==> src/rtl/tl_timer_pkg.sv <==
// Shared definitions for the traffic-light interval timer: interval codes,
// FSM state encoding and default datapath widths.
package tl_timer_pkg;

    localparam int VALUE_W_DEF    = 4;
    localparam int INTERVAL_W_DEF = 2;

    // Interval select codes understood by TimeParameter; code 2'b11 is passed
    // through untouched and has no dedicated name.
    localparam logic [1:0] INT_BASE = 2'b00;
    localparam logic [1:0] INT_EXT  = 2'b01;
    localparam logic [1:0] INT_YEL  = 2'b10;

    typedef enum logic [1:0] {
        IDLE = 2'b00,
        REQ  = 2'b01,
        LOAD = 2'b10,
        RUN  = 2'b11
    } timer_state_e;

endpackage

==> src/rtl/sec_tick_divider.sv <==
// Free-running 0..CLK_PER_SEC-1 divider; tick is high while it sits on the
// last count. clr restarts the second so the next tick is a full period away.
module sec_tick_divider #(
    parameter int CLK_PER_SEC = 10
) (
    input  logic clk,
    input  logic Reset,
    input  logic clr,
    output logic tick
);

    localparam int CW = (CLK_PER_SEC > 2) ? $clog2(CLK_PER_SEC) : 1;
    localparam logic [CW-1:0] LAST = CW'(CLK_PER_SEC - 1);
    localparam logic [CW-1:0] ONE  = CW'(1);

    logic [CW-1:0] cnt_q;
    logic [CW-1:0] cnt_d;

    always_comb begin
        cnt_d = cnt_q + ONE;
        if (clr || (cnt_q == LAST)) begin
            cnt_d = '0;
        end
    end

    always_ff @(posedge clk) begin
        if (Reset) begin
            cnt_q <= '0;
        end else begin
            cnt_q <= cnt_d;
        end
    end

    assign tick = (cnt_q == LAST);

endmodule

==> src/rtl/interval_timer.sv <==
// Interval countdown engine: requests an interval from TimeParameter, loads
// the returned seconds value and counts it down, pulsing expired at zero.
module interval_timer
    import tl_timer_pkg::*;
#(
    parameter int VALUE_W     = VALUE_W_DEF,
    parameter int INTERVAL_W  = INTERVAL_W_DEF,
    parameter int CLK_PER_SEC = 10
) (
    input  logic                  clk,
    input  logic                  Reset,
    input  logic                  Start_Timer,
    input  logic [INTERVAL_W-1:0] interval_req,
    input  logic                  Prog_Sync,
    input  logic [VALUE_W-1:0]    value,
    output logic [INTERVAL_W-1:0] interval,
    output logic                  expired,
    output logic                  busy,
    output logic [VALUE_W-1:0]    remaining
);

    localparam logic [VALUE_W-1:0] ONE = VALUE_W'(1);

    timer_state_e          state_q, state_d;
    logic [VALUE_W-1:0]    count_q, count_d;
    logic [INTERVAL_W-1:0] interval_q, interval_d;
    logic                  expired_q, expired_d;
    logic                  div_clr;
    logic                  tick;

    sec_tick_divider #(
        .CLK_PER_SEC(CLK_PER_SEC)
    ) u_div (
        .clk  (clk),
        .Reset(Reset),
        .clr  (div_clr),
        .tick (tick)
    );

    // Prog_Sync beats Start_Timer beats the tick; a restart discards the
    // count even on the edge that would otherwise have expired it.
    always_comb begin
        state_d    = state_q;
        count_d    = count_q;
        interval_d = interval_q;
        expired_d  = 1'b0;
        div_clr    = 1'b0;
        if (Prog_Sync) begin
            state_d = IDLE;
            count_d = '0;
        end else if (Start_Timer) begin
            state_d    = REQ;
            interval_d = interval_req;
            count_d    = '0;
        end else begin
            case (state_q)
                IDLE: state_d = IDLE;
                REQ:  state_d = LOAD;
                LOAD: begin
                    count_d = value;
                    div_clr = 1'b1;
                    if (value == '0) begin
                        expired_d = 1'b1;
                        state_d   = IDLE;
                    end else begin
                        state_d = RUN;
                    end
                end
                RUN: begin
                    if (tick && (count_q != '0)) begin
                        count_d = count_q - ONE;
                        if (count_q == ONE) begin
                            expired_d = 1'b1;
                            state_d   = IDLE;
                        end
                    end
                end
                default: state_d = IDLE;
            endcase
        end
    end

    always_ff @(posedge clk) begin
        if (Reset) begin
            state_q    <= IDLE;
            count_q    <= '0;
            interval_q <= '0;
            expired_q  <= 1'b0;
        end else begin
            state_q    <= state_d;
            count_q    <= count_d;
            interval_q <= interval_d;
            expired_q  <= expired_d;
        end
    end

    assign interval  = interval_q;
    assign expired   = expired_q;
    assign busy      = (state_q != IDLE);
    assign remaining = count_q;

endmodule

==> config.mk <==
export PLATFORM = sky130hd
export DESIGN_NAME = interval_timer
export DESIGN_NICKNAME = d
export VERILOG_FILES = /design/src/rtl/tl_timer_pkg.sv /design/src/rtl/sec_tick_divider.sv /design/src/rtl/interval_timer.sv
export SDC_FILE = /design/constraint.sdc
export NUM_CORES = 1
export LEC_CHECK = 0
export ABC_AREA = 1
export BUFFER_PORTS_ARGS = -buffer_cell sky130_fd_sc_hd__buf_2
export CAP_MARGIN = 10
export CORE_MARGIN = 2
export CORE_UTILIZATION = 35
export CTS_BUF_LIST = sky130_fd_sc_hd__clkbuf_4 sky130_fd_sc_hd__clkbuf_8
export CTS_CLUSTER_DIAMETER = 50
export DETAILED_ROUTE_END_ITERATION = 7
export PLACE_DENSITY = 0.55
export SLEW_MARGIN = 20
export SYNTH_ARGS = -nofsm -noshare
export SYNTH_HDL_FRONTEND = slang
export SYNTH_SLANG_ARGS = --single-unit
==> constraint.sdc <==
create_clock -name clk -period 2.7 [get_ports clk]
set_input_delay 0.27 -clock clk [delete_from_list [all_inputs] [get_ports clk]]
set_output_delay 0.27 -clock clk [all_outputs]
set_load 0.005 [all_outputs]
==> impl_metrics.json, run 1 <==
{
  "cp_num_buf_inv": 1,
  "p_int_w": 0.000269,
  "synth.area.top_cells": "dfxtp_1 31%, ha_1 14%, nor2_1 10%, nand2_1 9.9%, nand3_1 9.0%",
  "routed_via_density": 4.58,
  "layout_common_cells": "23 x nor2_1, 22 x nand2_1, 17 x buf_2",
  "grt_max_degree": 10,
  "drt_iter0_markers": 6,
  "synth.largest_area_cell": "dfxtp_1",
  "path_class": "reg -> reg",
  "dp.final_hpwl_mm": 1.31,
  "regArea_um2": 260,
  "final_hold_viol_count": 0,
  "cts_num_sinks": 13,
  "clkPwrFrac_pct": 33.7,
  "yosysWarnings": 0,
  "cpMostUsedCell": "nor2_1",
  "switching_share_pct": 24.9,
  "ios": 18,
  "min_path_type": "in -> reg",
  "grt_pass1_vias": 669,
  "end_kind": "register",
  "ant_nets": 0,
  "wl_per_cell_um": 9.61,
  "portBuffers": 17,
  "crit_family": "simple AND/OR/NAND/NOR gates",
  "hold_buffers": 0,
  "dieArea_um2": 2780,
  "cts.path.max_buffers": 2,
  "finalWorstSetupSlack_ns": 1.30,
  "place_ws_ns": 1.32,
  "slew_headroom_pct": 72.2,
  "skew_ns": 0.00747,
  "pwr-share-seq_pct": 56.8,
  "final_net_count": 158,
  "drive_above_1_share_pct": 22.5,
  "stdcell_count": 166,
  "post_cts_buffers": 0,
  "synthCells": 118,
  "post-route-min-period_ns": 1.40,
  "arrival_ns": 1.62,
  "grtUsageTotal_pct": 13.7,
  "core_area_um2": 2230,
  "finalSetupViolCount": 0,
  "syn_to_final_growth_pct": 16.9,
  "syn_area_um2": 831,
  "maxCapViolCount": 0,
  "die-width_um": 52.7,
  "tightest_slew_ns": 0.415,
  "initial_core_util_pct": 37.2,
  "synth_nets": 137,
  "fill_cells": 262,
  "rows": 17,
  "tns_ns": 0,
  "cts_max_level": 1,
  "rsz0062_at_grt": "no",
  "required_ns": 2.91,
  "gr-total-overflow": 0,
  "cts_resized": 0,
  "power_frac_comb_pct": 9.5,
  "yosysUniqueCellTypes": 21,
  "multi_input_comb_area_um2": 507,
  "slowest_delay_ns": 0.40,
  "total_power_w": 0.000358,
  "grt_pass1_wl_mm": 2.82,
  "synth-seq-cells": 13,
  "clock-root-buffer": "clkbuf_4",
  "p_sw_w": 0.0000892,
  "p_leak_nw": 0.481,
  "place_congestion": 0.831,
  "drc": 0,
  "cts_made_buffers": 3,
  "clock_latency_ns": 0.28,
  "run_status": "finished, final reports clean",
  "cts_tree": "built",
  "path_cells": "ha_1 -> inv_2 -> nand2_2 -> and2_4 -> nor2_1 -> nor2_1",
  "final_common_cell": "nor2_1",
  "crit_fanout": 9,
  "diodes": 0,
  "dr.pass1.iters": 4,
  "synth_area_per_cell_um2": 7.04,
  "synth_top_area_share_pct": 31.3,
  "die_h_um": 52.7,
  "slew_violations": 0,
  "power_density_nw_per_um2": 369,
  "yosysSeqAreaShare_pct": 31.3,
  "finalCritPeriodShare_pct": 52.0,
  "dp.cells": 162,
  "max-vdd-ir-drop_v": 0.000242,
  "antenna_found_initial": 0,
  "num_vias": 760,
  "clk_pin_slew_ns": 0.09,
  "fmax_ghz": 0.712,
  "critPathSlowestCell": "ha_1",
  "start_kind": "register",
  "routed_wl_mm": 1.60
}
## power by group through the flow
stage | logic [W] | registers (W) | clock network (W)
after global placement | 0.0000342 | 0.000208 | 0
after detailed placement | 0.0000345 | 0.000208 | 0
after global routing | 0.0000397 | 0.000205 | 0.000141
after floorplan | 0.0000204 | 0.000208 | 0
final | 0.0000341 | 0.000203 | 0.000121
after CTS | 0.0000347 | 0.000204 | 0.000132
## cell families (layout without fill, tap and decap cells)
| group | count (synthesis) | count (layout) | synth area share, % |
|---|---|---|---|
| simple gates | 71 | 71 | 40.5 |
| flops | 13 | 13 | 31.3 |
| compound gates | 7 | 7 | 4.82 |
| buf+inv | 16 | 36 | 7.68 |
| xor+xnor | 2 | 2 | 2.11 |
| fa+ha+maj | 9 | 9 | 13.6 |
## cell usage after synthesis, drive strengths merged
master   n
a21oi    1
buf      1
inv     15
and2     1
nor2    27
a21boi   2
dfxtp   13
o21ai    4
nand3   16
xnor2    1
xor2     1
ha       9
nand2   24
or2      1
nand4    2
## path summary, 6_finish.rpt
path / start / slack, ns / endpoint / cells after the start
worst min register to register: u_div.cnt_q[0] / 0.48 / u_div.cnt_q[0] / 1
worst max register to register: state_q[0] / 1.30 / remaining[2] / 6
worst max-delay path: state_q[0] / 1.30 / remaining[2] / 6
worst min-delay path: interval_req[1] / 0.21 / interval[1] / 3
## per-stage QoR
stage	util [%]	hold slack, ns	instance area (um2)
after detailed placement	42.2	0.460	943
final	43.5	0.214	971
after global routing	43.5	0.213	971
after floorplan	-	0.405	831
after global placement	42.2	0.452	943
after CTS	43.5	0.194	971
## metal layers
metal / up-vias / GRT usage, % / wire, um
li1: 414 / - / -
met1: 325 / 16.9 / 798
met2: 19 / 21.9 / 709
met3: 2 / 5.43 / 73
met4: 0 / 3.85 / 14
met5: - / 0 / 0
## layout make-up
type	count	area share, %
Multi-Input combinational cell	89	52.2
Sequential cell	13	26.8
Timing Repair Buffer	17	8.76
Inverter	15	5.80
Tap cell	28	3.61
Clock buffer	3	2.32
Clock inverter	1	0.515
## flip-flops by register name (all words and copies together) (netlist names)
signal and count:
remaining 4, state_q 2, interval 2, u_div.cnt_q 4
expired 1
## tightest hold or removal path, delay by kind of cell
family | cells | cell delay (ns)
AND/OR/NAND/NOR | 2 | 0.11
buffers and inverters | 1 | 0.08
(Power assumes the default switching activity.)
==> run 2, diff against run 1 <==
--- a/config.mk
+++ b/config.mk
@@ -5,7 +5,7 @@
 export SDC_FILE = /design/constraint.sdc
 export NUM_CORES = 1
 export LEC_CHECK = 0
-export ABC_AREA = 1
+export ABC_AREA = 0
 export BUFFER_PORTS_ARGS = -buffer_cell sky130_fd_sc_hd__buf_2
 export CAP_MARGIN = 10
 export CORE_MARGIN = 2
@@ -13,7 +13,7 @@
 export CTS_BUF_LIST = sky130_fd_sc_hd__clkbuf_4 sky130_fd_sc_hd__clkbuf_8
 export CTS_CLUSTER_DIAMETER = 50
 export DETAILED_ROUTE_END_ITERATION = 7
-export PLACE_DENSITY = 0.55
+export PLACE_DENSITY = 0.56
 export SLEW_MARGIN = 20
 export SYNTH_ARGS = -nofsm -noshare
 export SYNTH_HDL_FRONTEND = slang
==> constraint.sdc (replaced) <==
create_clock -name clk -period 1.3 [get_ports clk]
set_input_delay 0.13 -clock clk [delete_from_list [all_inputs] [get_ports clk]]
set_output_delay 0.13 -clock clk [all_outputs]
set_load 0.005 [all_outputs]
==> run 2 against run 1 <==
The run now ends with setup timing left; utilization is 11 points higher; largest power group unchanged; clock skew is 0.0044 ns lower; register-to-register slack worse by 1.5 ns.
==> impl_metrics.json, run 2 <==
{
  "skew_ns": 0.00309,
  "routed_wl_mm": 2.03,
  "hold_depth": 2,
  "synth_edf_count": 0,
  "place_congestion": 0.808,
  "finalCritPeriodShare_pct": 113,
  "r2r-start": "remaining[0]",
  "synth-seq-cells": 13,
  "finalSetupViolCount": 6,
  "hold_buffers": 0,
  "synth.most_common_cell": "dfxtp_1",
  "final_net_count": 144,
  "cts_max_level": 1,
  "num_vias": 779,
  "min_to": "interval[1]",
  "clock-root-buffer": "clkbuf_4",
  "clkPwrFrac_pct": 35.6,
  "yosysWarnings": 0,
  "synth_nets": 104,
  "clock_latency_ns": 0.28,
  "p_leak_nw": 0.515,
  "async_flop_share_pct": 0,
  "end_kind": "register",
  "crit_fanout": 3,
  "reg2reg_to": "state_q[0]",
  "syn_to_final_growth_pct": 50.9,
  "maxCapViolCount": 0,
  "syn_area_um2": 782,
  "synth-main-ff-cell": "dfxtp_1",
  "dp.final_hpwl_mm": 1.45,
  "drive_above_1_share_pct": 50.0,
  "place_area_um2": 1050,
  "dieArea_um2": 2630,
  "die-width_um": 51.3,
  "gr-total-overflow": 0,
  "start_kind": "register",
  "top_layer": "met4",
  "grt_pass1_vias": 721,
  "worst-r2r-cell-count": 5,
  "drt_iter0_markers": 10,
  "arrival_ns": 1.70,
  "path_class": "reg -> reg",
  "ios": 18,
  "synth.largest_area_cell": "dfxtp_1",
  "dr.pass1.iters": 4,
  "cts_tree": "built",
  "cts_num_sinks": 13,
  "dp.cells": 146,
  "design_area_um2": 1180,
  "cts_made_buffers": 3,
  "layout_common_cells": "17 x buf_2, 17 x buf_4, 10 x nor2_1",
  "initial_core_util_pct": 36.0,
  "synth_top_area_share_pct": 33.3,
  "slew_headroom_pct": 76.9,
  "finalWorstSetupSlack_ns": -0.175,
  "final_hold_viol_count": 0,
  "max-vdd-ir-drop_v": 0.000631,
  "tns_ns": -0.672,
  "cts.path.max_buffers": 2,
  "wl_per_cell_um": 13.3,
  "stdcell_count": 152,
  "place_ws_ns": -0.146,
  "violations": "setup timing",
  "antenna_found_initial": 0,
  "synthCells": 85,
  "power_density_nw_per_um2": 678,
  "synth.area.top_cells": "dfxtp_1 33%, ha_1 14%, nor2_1 4.8%, mux2i_1 3.8%, inv_1 3.4%",
  "synth_commonest_cells": "13 x dfxtp_1, 10 x nor2_1, 9 x ha_1, 7 x inv_1, 4 x nor2b_1",
  "p_int_w": 0.000599,
  "fmax_ghz": 0.678,
  "rows": 17,
  "tightest_slew_ns": 0.343,
  "grtUsageTotal_pct": 16.3,
  "hold_path.startpoint": "Reset",
  "yosysUniqueCellTypes": 37,
  "p_sw_w": 0.000202,
  "die_h_um": 51.3,
  "portBuffers": 17,
  "run_status": "finished, violations left",
  "ant_nets": 0,
  "pwr-share-seq_pct": 52.3,
  "drt-met1-wl_um": 930,
  "post-route-min-period_ns": 1.48,
  "required_ns": 1.52,
  "met3RoutedLength_um": 86,
  "power_frac_comb_pct": 12.0,
  "drc": 0,
  "grt_pass1_wl_mm": 3.12,
  "rsz0062_at_grt": "yes",
  "ff2ff_setup_slack_ns": -0.18,
  "wl_met2_um": 970,
  "yosysSeqAreaShare_pct": 33.3,
  "diodes": 0,
  "routed_via_density": 5.13,
  "slew_violations": 0,
  "synth_area_per_cell_um2": 9.20,
  "core_area_um2": 2170,
  "grt_max_degree": 9,
  "whs_ns": 0.0759,
  "clk_pin_slew_ns": 0.09,
  "switching_share_pct": 25.2,
  "min_path_type": "in -> reg"
}
==> run 2: cell types whose count changed in the layout (fill, tap and decap cells not counted), moves of 4 or more <==
| cell | before | now |
|---|---|---|
| buf_4 | 0 | 17 |
| nand2_1 | 22 | 2 |
| nor2_1 | 23 | 10 |
| dfxtp_1 | 13 | 8 |
| inv_1 | 14 | 4 |
| ha_1 | 9 | 5 |
| nand3_1 | 15 | 2 |
==> run 2: final cells by class <==
cell class                 count  area, um2
timing repair buffer          35        224
tap                           28       35.0
sequential                    13        272
multi-input combinational     65        588
fill                         219        990
clock buffer                   4       30.0
inverter                       7       31.3
==> run 2: how the worst max path moves through the flow <==
stage                     slack [ns]    startpoint  depth (start not counted)          to
after floorplan                -0.11  remaining[1]                          5  state_q[1]
after global placement         -0.14  remaining[0]                          5  state_q[0]
after detailed placement       -0.15  remaining[0]                          5  state_q[0]
after CTS                      -0.16  remaining[0]                          5  state_q[0]
after global routing           -0.21  remaining[0]                          5  state_q[0]
final                          -0.18  remaining[0]                          5  state_q[0]
==> run 2: power groups by stage <==
| stage | Combinational, W | Sequential, W | Clock (W) |
|---|---|---|---|
| after floorplan | 0.0000377 | 0.000427 | 0 |
| final | 0.0000964 | 0.000419 | 0.000285 |
| after CTS | 0.0000961 | 0.000419 | 0.000286 |
| after detailed placement | 0.0000876 | 0.000427 | 0 |
| after global placement | 0.0000859 | 0.000426 | 0 |
| after global routing | 0.000110 | 0.000421 | 0.000317 |
==> run 2: metal layers <==
layer  vias to the layer above  track usage, %
met5                         -               0
met2                        13            26.8
li1                        388               -
met1                       371            19.7
met3                         7            4.39
met4                         0            7.46
==> run 2: through the flow <==
step	total power (W)	utilization, %
finish	0.000800	54.4
global route	0.000847	54.4
CTS	0.000801	53.7
detailed placement	0.000514	48.6
global placement	0.000512	48.6
floorplan	0.000465	-
==> run 2: kinds of logic after synthesis <==
| logic type | share of synthesized area, % |
|---|---|
| compound gates | 17.8 |
| xor+xnor | 2.24 |
| fa+ha+maj | 14.4 |
| buf+inv | 3.36 |
| flops | 33.3 |
| mux | 3.84 |
| simple gates | 25.1 |
==> run 2: critical path, cell delays in order (launching register included) <==
cell and delay (ns):
dfxtp_4 0.38, inv_4 0.04, ha_4 0.16, or4b_4 0.50, o211ai_2 0.16, o311a_1 0.18
==> run 2: what timing repair did <==
action	CTS	global route
resized for setup	17	3
pin swaps	5	0
buffers inserted	2	0
endpoints found under the setup margin	8	7
==> run 3, diff against run 2 <==
--- a/config.mk
+++ b/config.mk
@@ -17,4 +17,5 @@
 export SLEW_MARGIN = 20
 export SYNTH_ARGS = -nofsm -noshare
 export SYNTH_HDL_FRONTEND = slang
+export SYNTH_HIERARCHICAL = 1
 export SYNTH_SLANG_ARGS = --single-unit
==> run 3 against run 2 <==
The run still ends with setup timing left; utilization up 1.8 points; design area up 2.2%; register-to-register slack worse by 0.05 ns; clock skew up 0.0067 ns; via count down 6.2%; final cell count up 2.6%; critical path depth up 3; area after synthesis down 0.80%; worst hold slack better by 0.023 ns.
==> impl_metrics.json, run 3 <==
{
  "run_status": "finished, violations left",
  "violations": "setup timing",
  "grtUsageTotal_pct": 16.2,
  "dp.final_hpwl_mm": 1.30,
  "antenna_found_initial": 0,
  "diodes": 0,
  "grt_pass1_wl_mm": 3.15,
  "fin_util_pct": 56.1,
  "yosysUniqueCellTypes": 32,
  "hold_path.startpoint": "interval_req[0]",
  "drt_iter0_markers": 5,
  "power_density_nw_per_um2": 663,
  "synth_top_area_share_pct": 33.5,
  "arrival_ns": 1.70,
  "synth.most_common_cell": "dfxtp_1",
  "end_kind": "register",
  "rows": 17,
  "total_power_w": 0.000799,
  "final_common_cell": "buf_4",
  "crit_path_start": "u_div/cnt_q[1]",
  "synth_edf_count": 0,
  "p_sw_w": 0.000196,
  "dieArea_um2": 2610,
  "routed_wl_mm": 1.77,
  "async_flop_share_pct": 0,
  "ff2ff_setup_slack_ns": -0.23,
  "final_hold_viol_count": 0,
  "grt_max_degree": 11,
  "min_path_type": "in -> reg",
  "finalWorstSetupSlack_ns": -0.229,
  "path_class": "reg -> reg",
  "synth_nets": 105,
  "syn_to_final_growth_pct": 55.5,
  "skew_ns": 0.00974,
  "r2r-start": "u_div/cnt_q[1]",
  "whs_ns": 0.0991,
  "wl_per_cell_um": 11.4,
  "yosysWarnings": 6,
  "p_int_w": 0.000603,
  "power_frac_comb_pct": 12.9,
  "layout_common_cells": "21 x buf_4, 17 x buf_2, 9 x dfxtp_1",
  "core_area_um2": 2150,
  "p_leak_nw": 0.509,
  "initial_core_util_pct": 36.1,
  "grt_pass1_vias": 718,
  "post-route-min-period_ns": 1.53,
  "slew_violations": 0,
  "clk_pin_slew_ns": 0.08,
  "synth_commonest_cells": "13 x dfxtp_1, 10 x nor2_1, 9 x ha_1, 9 x inv_1",
  "maxCapViolCount": 0,
  "cts.path.max_buffers": 2,
  "num_vias": 731,
  "final_net_count": 148,
  "syn_area_um2": 776,
  "clock_latency_ns": 0.28,
  "tns_ns": -1.99,
  "rsz0062_at_grt": "yes",
  "start_kind": "register",
  "synth_area_per_cell_um2": 9.02,
  "required_ns": 1.47,
  "cts_made_buffers": 3,
  "die-width_um": 51.1,
  "place_congestion": 0.774,
  "tightest_slew_ns": 0.291,
  "switching_share_pct": 24.6,
  "drive_above_1_share_pct": 54.7,
  "synth.largest_area_cell": "dfxtp_1",
  "clkPwrFrac_pct": 34.5,
  "pwr-share-seq_pct": 52.6,
  "routed_via_density": 4.69,
  "gr-total-overflow": 0,
  "drc": 0,
  "synth-main-ff-cell": "dfxtp_1",
  "synth-seq-cells": 13,
  "ios": 18,
  "finalCritPeriodShare_pct": 118,
  "cts_num_sinks": 13,
  "max-vdd-ir-drop_v": 0.000480,
  "crit_fanout": 3,
  "portBuffers": 17,
  "synthCells": 86,
  "fmax_ghz": 0.654,
  "synth.area.top_cells": "dfxtp_1 34%, ha_1 15%, nor2_1 4.8%, inv_1 4.4%, o21ai_0 3.9%",
  "dr.pass1.iters": 4,
  "hold_buffers": 0,
  "cts_max_level": 1,
  "finalSetupViolCount": 11,
  "cts_tree": "built",
  "clock-root-buffer": "clkbuf_4",
  "die_h_um": 51.1,
  "slew_headroom_pct": 80.6,
  "yosysSeqAreaShare_pct": 33.5,
  "ant_nets": 0
}
-- run 3: kinds of logic after synthesis --
kind of cell | count (synthesis) | synth area share (%)
AOI/OAI and AO/OA | 21 | 22.1
and+or+nand+nor | 27 | 18.1
DFF | 13 | 33.5
adders and majority gates | 9 | 14.5
xor gates and xnor gates | 2 | 2.26
buffers and inverters | 11 | 5.48
muxes | 3 | 4.03
-- run 3: worst paths after layout --
check	cells past startpoint	end
worst max register to register	8	state_q[0]
worst min-delay path	3	interval[0]
worst min register to register	2	interval[1]
worst max-delay path	8	state_q[0]
-- run 3: through the flow --
step                area (um2)  worst slack, ns  std cells
floorplan                  786           -0.266         86
global placement          1020           -0.289        145
detailed placement        1020           -0.342        145
CTS                       1170           -0.219        155
global route              1210           -0.287        156
finish                    1210           -0.229        156
-- run 3: layer usage --
metal,vias to the layer above,share of wire [%],track usage [%]
li1,387,-,-
met1,329,48,20.4
met2,13,48,27.7
met3,2,3.4,3.51
met4,0,0.51,4.05
met5,-,0,0
-- run 3: layout make-up --
cell class / instances / area, um2
fill: 204 / 942
multi-input combinational: 62 / 574
sequential: 13 / 268
timing repair buffer: 40 / 265
tap: 28 / 35.0
inverter: 9 / 33.8
clock buffer: 4 / 30.0
-- run 3: power by group through the flow --
stage | clock [W] | combinational, W | sequential (W)
finish | 0.000276 | 0.000103 | 0.000421
global route | 0.000312 | 0.000116 | 0.000423
detailed placement | 0 | 0.0000850 | 0.000430
floorplan | 0 | 0.0000375 | 0.000430
CTS | 0.000287 | 0.0000939 | 0.000421
global placement | 0 | 0.0000831 | 0.000429
-- run 3: what timing repair did --
action | in CTS | in global routing
endpoints found under the setup margin | 11 | 12
resized for setup | 17 | 10
buffers inserted | 6 | 1
pin swaps | 9 | 1
-- run 3: worst max-delay path: stages, from the launching register on --
cell,delay (ns)
dfxtp_2,0.33
inv_2,0.05
ha_4,0.11
and3b_2,0.22
nand2_4,0.07
o41ai_4,0.25
buf_4,0.20
nor3_4,0.04
a2111oi_4,0.16
